===== src/rtl/pea_cfg_sequencer.sv =====
// Configuration sequencer: streams PE words into a shadow bank, commits to the active bank on an idle swap.
// Optional word legality check and shadow poisoning are enabled by defining PEA_CFG_OPCHECK_EN.
module pea_cfg_sequencer #(
  parameter int N_PE  = 16,
  parameter int CFG_W = 32
) (
  input  logic                  clk_i,
  input  logic                  rst_i,
  input  logic                  cfg_valid_i,
  output logic                  cfg_ready_o,
  input  logic [CFG_W-1:0]      cfg_data_i,
  input  logic                  cfg_clear_i,
  input  logic                  swap_req_i,
  input  logic                  pea_busy_i,
  output logic [N_PE*CFG_W-1:0] pe_cfg_o,
  output logic                  cfg_active_valid_o,
  output logic                  shadow_full_o,
  output logic                  swap_done_o,
  output logic                  cfg_err_o
);

  localparam int PTR_W = (N_PE > 1) ? $clog2(N_PE) : 1;
  localparam logic [PTR_W-1:0] LAST_PTR = PTR_W'(N_PE - 1);

  typedef enum logic {
    LOAD = 1'b0,
    FULL = 1'b1
  } state_t;

  state_t                       state;
  state_t                       state_next;
  logic [PTR_W-1:0]             ptr;
  logic [N_PE-1:0][CFG_W-1:0]   shadow;
  logic [N_PE-1:0][CFG_W-1:0]   active;
  logic                         active_valid;
  logic                         swap_done;
  logic                         accept;
  logic                         commit;
  logic                         poisoned;

  // Ready is a pure function of state and reset so no valid->ready loop can form upstream.
  assign cfg_ready_o        = (state == LOAD) && !rst_i;
  assign shadow_full_o      = (state == FULL);
  assign pe_cfg_o           = active;
  assign cfg_active_valid_o = active_valid;
  assign swap_done_o        = swap_done;

`ifdef PEA_CFG_OPCHECK_EN
  logic illegal;
  logic poison;
  logic err;

  assign illegal = (cfg_data_i[7:4] > 4'd8) || (cfg_data_i[11:8] > 4'd8) ||
                   (cfg_data_i[14:12] > 3'd6);

  always_ff @(posedge clk_i) begin
    if (rst_i) begin
      poison <= 1'b0;
      err    <= 1'b0;
    end else if (cfg_clear_i) begin
      poison <= 1'b0;
      err    <= 1'b0;
    end else if (accept && illegal) begin
      poison <= 1'b1;
      err    <= 1'b1;
    end
  end

  assign poisoned  = poison;
  assign cfg_err_o = err;
`else
  assign poisoned  = 1'b0;
  assign cfg_err_o = 1'b0;
`endif

  always_ff @(posedge clk_i) begin
    if (rst_i) state <= LOAD;
    else       state <= state_next;
  end

  // Clear outranks both a word accept and a commit.
  always_comb begin
    state_next = state;
    accept     = 1'b0;
    commit     = 1'b0;
    unique case (state)
      LOAD: begin
        accept = cfg_valid_i && !cfg_clear_i;
        if (accept && (ptr == LAST_PTR)) state_next = FULL;
      end
      FULL: begin
        commit = swap_req_i && !pea_busy_i && !cfg_clear_i && !poisoned;
        if (commit) state_next = LOAD;
      end
      default: state_next = LOAD;
    endcase
    if (cfg_clear_i) state_next = LOAD;
  end

  always_ff @(posedge clk_i) begin
    if (rst_i) begin
      ptr          <= '0;
      shadow       <= '0;
      active       <= '0;
      active_valid <= 1'b0;
      swap_done    <= 1'b0;
    end else begin
      swap_done <= commit;
      if (cfg_clear_i) begin
        ptr <= '0;
      end else if (accept) begin
        shadow[ptr] <= cfg_data_i;
        ptr         <= (ptr == LAST_PTR) ? '0 : ptr + PTR_W'(1);
      end
      if (commit) begin
        active       <= shadow;
        active_valid <= 1'b1;
      end
    end
  end

endmodule


===== config.mk =====
export PLATFORM = sky130hd
export DESIGN_NAME = pea_cfg_sequencer
export DESIGN_NICKNAME = d
export VERILOG_FILES = /design/src/rtl/pea_cfg_sequencer.sv
export SDC_FILE = /design/constraint.sdc
export NUM_CORES = 2
export LEC_CHECK = 0
export CAP_MARGIN = 15
export CORE_MARGIN = 3
export CORE_UTILIZATION = 40
export DETAILED_ROUTE_END_ITERATION = 7
export PLACE_DENSITY = 0.65
export SLEW_MARGIN = 20
export SYNTH_ARGS = -nofsm -noshare
export SYNTH_HDL_FRONTEND = slang
export SYNTH_SLANG_ARGS = --single-unit

===== constraint.sdc =====
create_clock -name clk_i -period 1.67 [get_ports clk_i]
set_input_delay 0.334 -clock clk_i [delete_from_list [all_inputs] [get_ports clk_i]]
set_output_delay 0.334 -clock clk_i [all_outputs]
set_load 0.005 [all_outputs]

==> flow_metrics.env <==
export IMPL_grt_max_degree=123
export IMPL_nFillCells=7876
export IMPL_fin_nets=4703
export IMPL_dp_cells=5669
export IMPL_path_cells="buf_8 > buf_6 > nor4bb_4 > buf_4 > buf_8 > nand2_8 > buf_12 > buf_16 > mux2i_1"
export IMPL_power_leakage_uw=0.0256
export IMPL_cp_common_cell="buf_8"
export IMPL_insertion_delay_ns=0.68
export IMPL_critPathSlowestCell="dfxtp_4"
export IMPL_synthDominantCellAreaShare_pct=55.1
export IMPL_arrival_ns=2.43
export IMPL_floorplan_initialDensity_pct=40.6
export IMPL_skew_ns=0.0360
export IMPL_clock_sinks=1031
export IMPL_ios=555
export IMPL_port_buffers=553
export IMPL_cts_buffers=105
export IMPL_finalCritPeriodShare_pct=112
export IMPL_p_comb_share_pct=3.8
export IMPL_clkTransAtPathRegs_ns=0.06
export IMPL_rsz0062_at_grt="true"
export IMPL_drt_pre_antenna_iters=7
export IMPL_switching_power_uw=11500
export IMPL_drtAntennaViolNets=0
export IMPL_overflow=0
export IMPL_multi_input_comb_area_um2=17200
export IMPL_seqPwrFrac_pct=47.9
export IMPL_cts_buffer_depth=3
export IMPL_die_w_um=312
export IMPL_cts_tree="yes"
export IMPL_cts_root_buf="clkbuf_16"
export IMPL_synth_area_per_cell_um2=9.29
export IMPL_final_util_pct=58.5
export IMPL_grt_pass1_wl_um=195000
export IMPL_ff2ff_setup_slack_ns=-0.19
export IMPL_clock_power_share_pct=48.3
export IMPL_setup_violations=692
export IMPL_ff_latch_area_um2=21100
export IMPL_critPathMaxFanout=8
export IMPL_coreArea_um2=92200
export IMPL_p_int_uw=39900
export IMPL_grtUsageTotal_pct=26.6
export IMPL_power_density_nw_per_um2=953
export IMPL_hold_ws_ns=0.187
export IMPL_final_hold_violation_count=0
export IMPL_cap_viol_max_count=0
export IMPL_ir_drop_mv=0.945
export IMPL_synth_area_um2=37500
export IMPL_switching_share_pct=22.4
export IMPL_syn_inst=4033
export IMPL_drt_iter0_drc=2687
export IMPL_synth_distinct_cells=30
export IMPL_critPathLaunchType="register"
export IMPL_cp_required_ns=2.24
export IMPL_drive_above_1_share_pct=23.2
export IMPL_slew_headroom_pct=61.2
export IMPL_synth_fp_nets=4075
export IMPL_grt_pass1_vias=29200
export IMPL_die_area_um2=97400
export IMPL_syn_to_final_growth_pct=44.0
export IMPL_fmax_ghz=0.537
export IMPL_ys_seq_elements=1031
export IMPL_setup_tns_ns=-53.57
export IMPL_post_route_drc_count=0
export IMPL_fin_total_pwr_uw=51400
export IMPL_final_common_cell="nand2_1"
export IMPL_slowest_delay_ns=0.35
export IMPL_rows=111
export IMPL_hold_path_class="in -> reg"
export IMPL_yosysSeqAreaShare_pct=55.1
export IMPL_max_slew_worst_pin_slew_ns=0.582
export IMPL_vias=31200
export IMPL_setup_slack_ns=-0.194
export IMPL_status="finished with violations"
export IMPL_routed_wl_um=142000
export IMPL_timing_final_crit_period_ns=1.86
export IMPL_htree_levels=3
export IMPL_routabilityCongestion=0.803
export IMPL_dieHeight_um=312
export IMPL_via_per_inst=5.20
export IMPL_path_class="reg -> reg"
export IMPL_cp_end_kind="register"
export IMPL_dpl_hpwl_um=83000
export IMPL_antenna_found_initial=4
export IMPL_ys_warn_count=0
export IMPL_synthTopCellsByArea="dfxtp_1, mux2i_1, nand2_1"
export IMPL_final_max_slew_viol_count=0
export IMPL_synth_area_leader_cell="dfxtp_1"
export IMPL_final_cell_mix="nand2_1, dfxtp_1, nand2b_1, mux2i_1, dlygate4sd2_1"
export IMPL_layoutNonFillerInstCount=5999
export IMPL_violations="negative setup slack"
export IMPL_wl_per_cell_um=23.6
[flip-flops by register name, indices dropped and copies added (netlist names)]
signal,count
cfg_active_valid_o,1
pe_cfg_o,512
ptr,4
shadow,512
shadow_full_o,1
swap_done_o,1
[power groups by stage]
stage | clock network, uW | registers (uW) | logic (uW)
finish | 24800 | 24600 | 1970
global route | 26100 | 24600 | 2000
CTS | 25100 | 24600 | 1860
detailed placement | 0 | 25200 | 1810
global placement | 0 | 25200 | 1810
floorplan | 0 | 25200 | 781
[cells in the mapped netlist (all sizes together)]
cell        n
a2111oi     1
a211oi      1
a21oi     512
and2        1
and3        1
buf       159
clkbuf    197
conb        1
dfxtp    1031
ha          4
inv         3
mux2i     513
nand2    1036
nand2b    544
nand3       5
nand3b      1
nand4bb     1
nor2        5
nor2b       3
nor3        2
nor4        1
nor4bb      5
o21ai       2
or3         1
or3b        1
xnor2       1
xor2        1
[layout make-up]
type                       instances  share of cell area [%]
sequential                      1031                    39.0
multi-input combinational       2643                    31.9
timing repair buffer             877                    19.3
clock buffer                     160                    5.85
tap                             1243                    2.88
clock inverter                    40                    1.04
inverter                           3                  0.0209
antenna                            2                 0.00928
[metrics by stage]
step / cell area (um2) / setup slack, ns
finish: 53900 / -0.194
floorplan: 37500 / 0.0303
global placement: 45800 / -0.720
global route: 53900 / -0.228
CTS: 51500 / -0.218
detailed placement: 45800 / -0.700
[path summary, 6_finish.rpt]
path / from / endpoint / depth (start not counted)
worst max-delay path: shadow_full_o$_SDFF_PP0_ / shadow[255]$_SDFFE_PP0P_ / 9
worst min-delay path: rst_i / pe_cfg_o[390]$_SDFFE_PP0P_ / 3
worst max register to register: shadow_full_o$_SDFF_PP0_ / shadow[255]$_SDFFE_PP0P_ / 9
worst min register to register: shadow[186]$_SDFFE_PP0P_ / pe_cfg_o[186]$_SDFFE_PP0P_ / 2
[per-layer routing]
metal / GRT usage [%] / share of wire [%] / routed length [um] / up-vias
met2: 42.5 / 46 / 65100 / 1208
met4: 9.05 / 3.5 / 4920 / 6
met3: 4.77 / 7.0 / 9880 / 258
met1: 36.2 / 44 / 61900 / 15400
li1: - / - / - / 14300
met5: 0 / 0.028 / 40 / -
[critical path: cells and delay by family (launching register included)]
kind,cells,cell delay (ns)
buffers and inverters,6,0.88
flip-flops,1,0.35
multiplexers,1,0.12
AND/OR/NAND/NOR,2,0.40
[what timing repair did]
action	in CTS	in global routing
gates resized for setup	1022	480
hold buffers	1	0
hold endpoints to repair	1	0
buffers inserted	42	17
gates cloned	48	35
pin swaps	9	238
setup endpoints to repair	1473	1020
[kinds of logic after synthesis]
group / share of synthesized area, %
AO/OA/AOI/OAI: 6.93
XOR/XNOR: 0.0468
adder cells (fa/ha/maj): 0.134
buffers and inverters: 4.11
flip-flops: 55.1
multiplexers: 13.7
other: 0.0100
AND/OR/NAND/NOR: 20.0
Note: power is estimated with default switching activity, not from simulation.
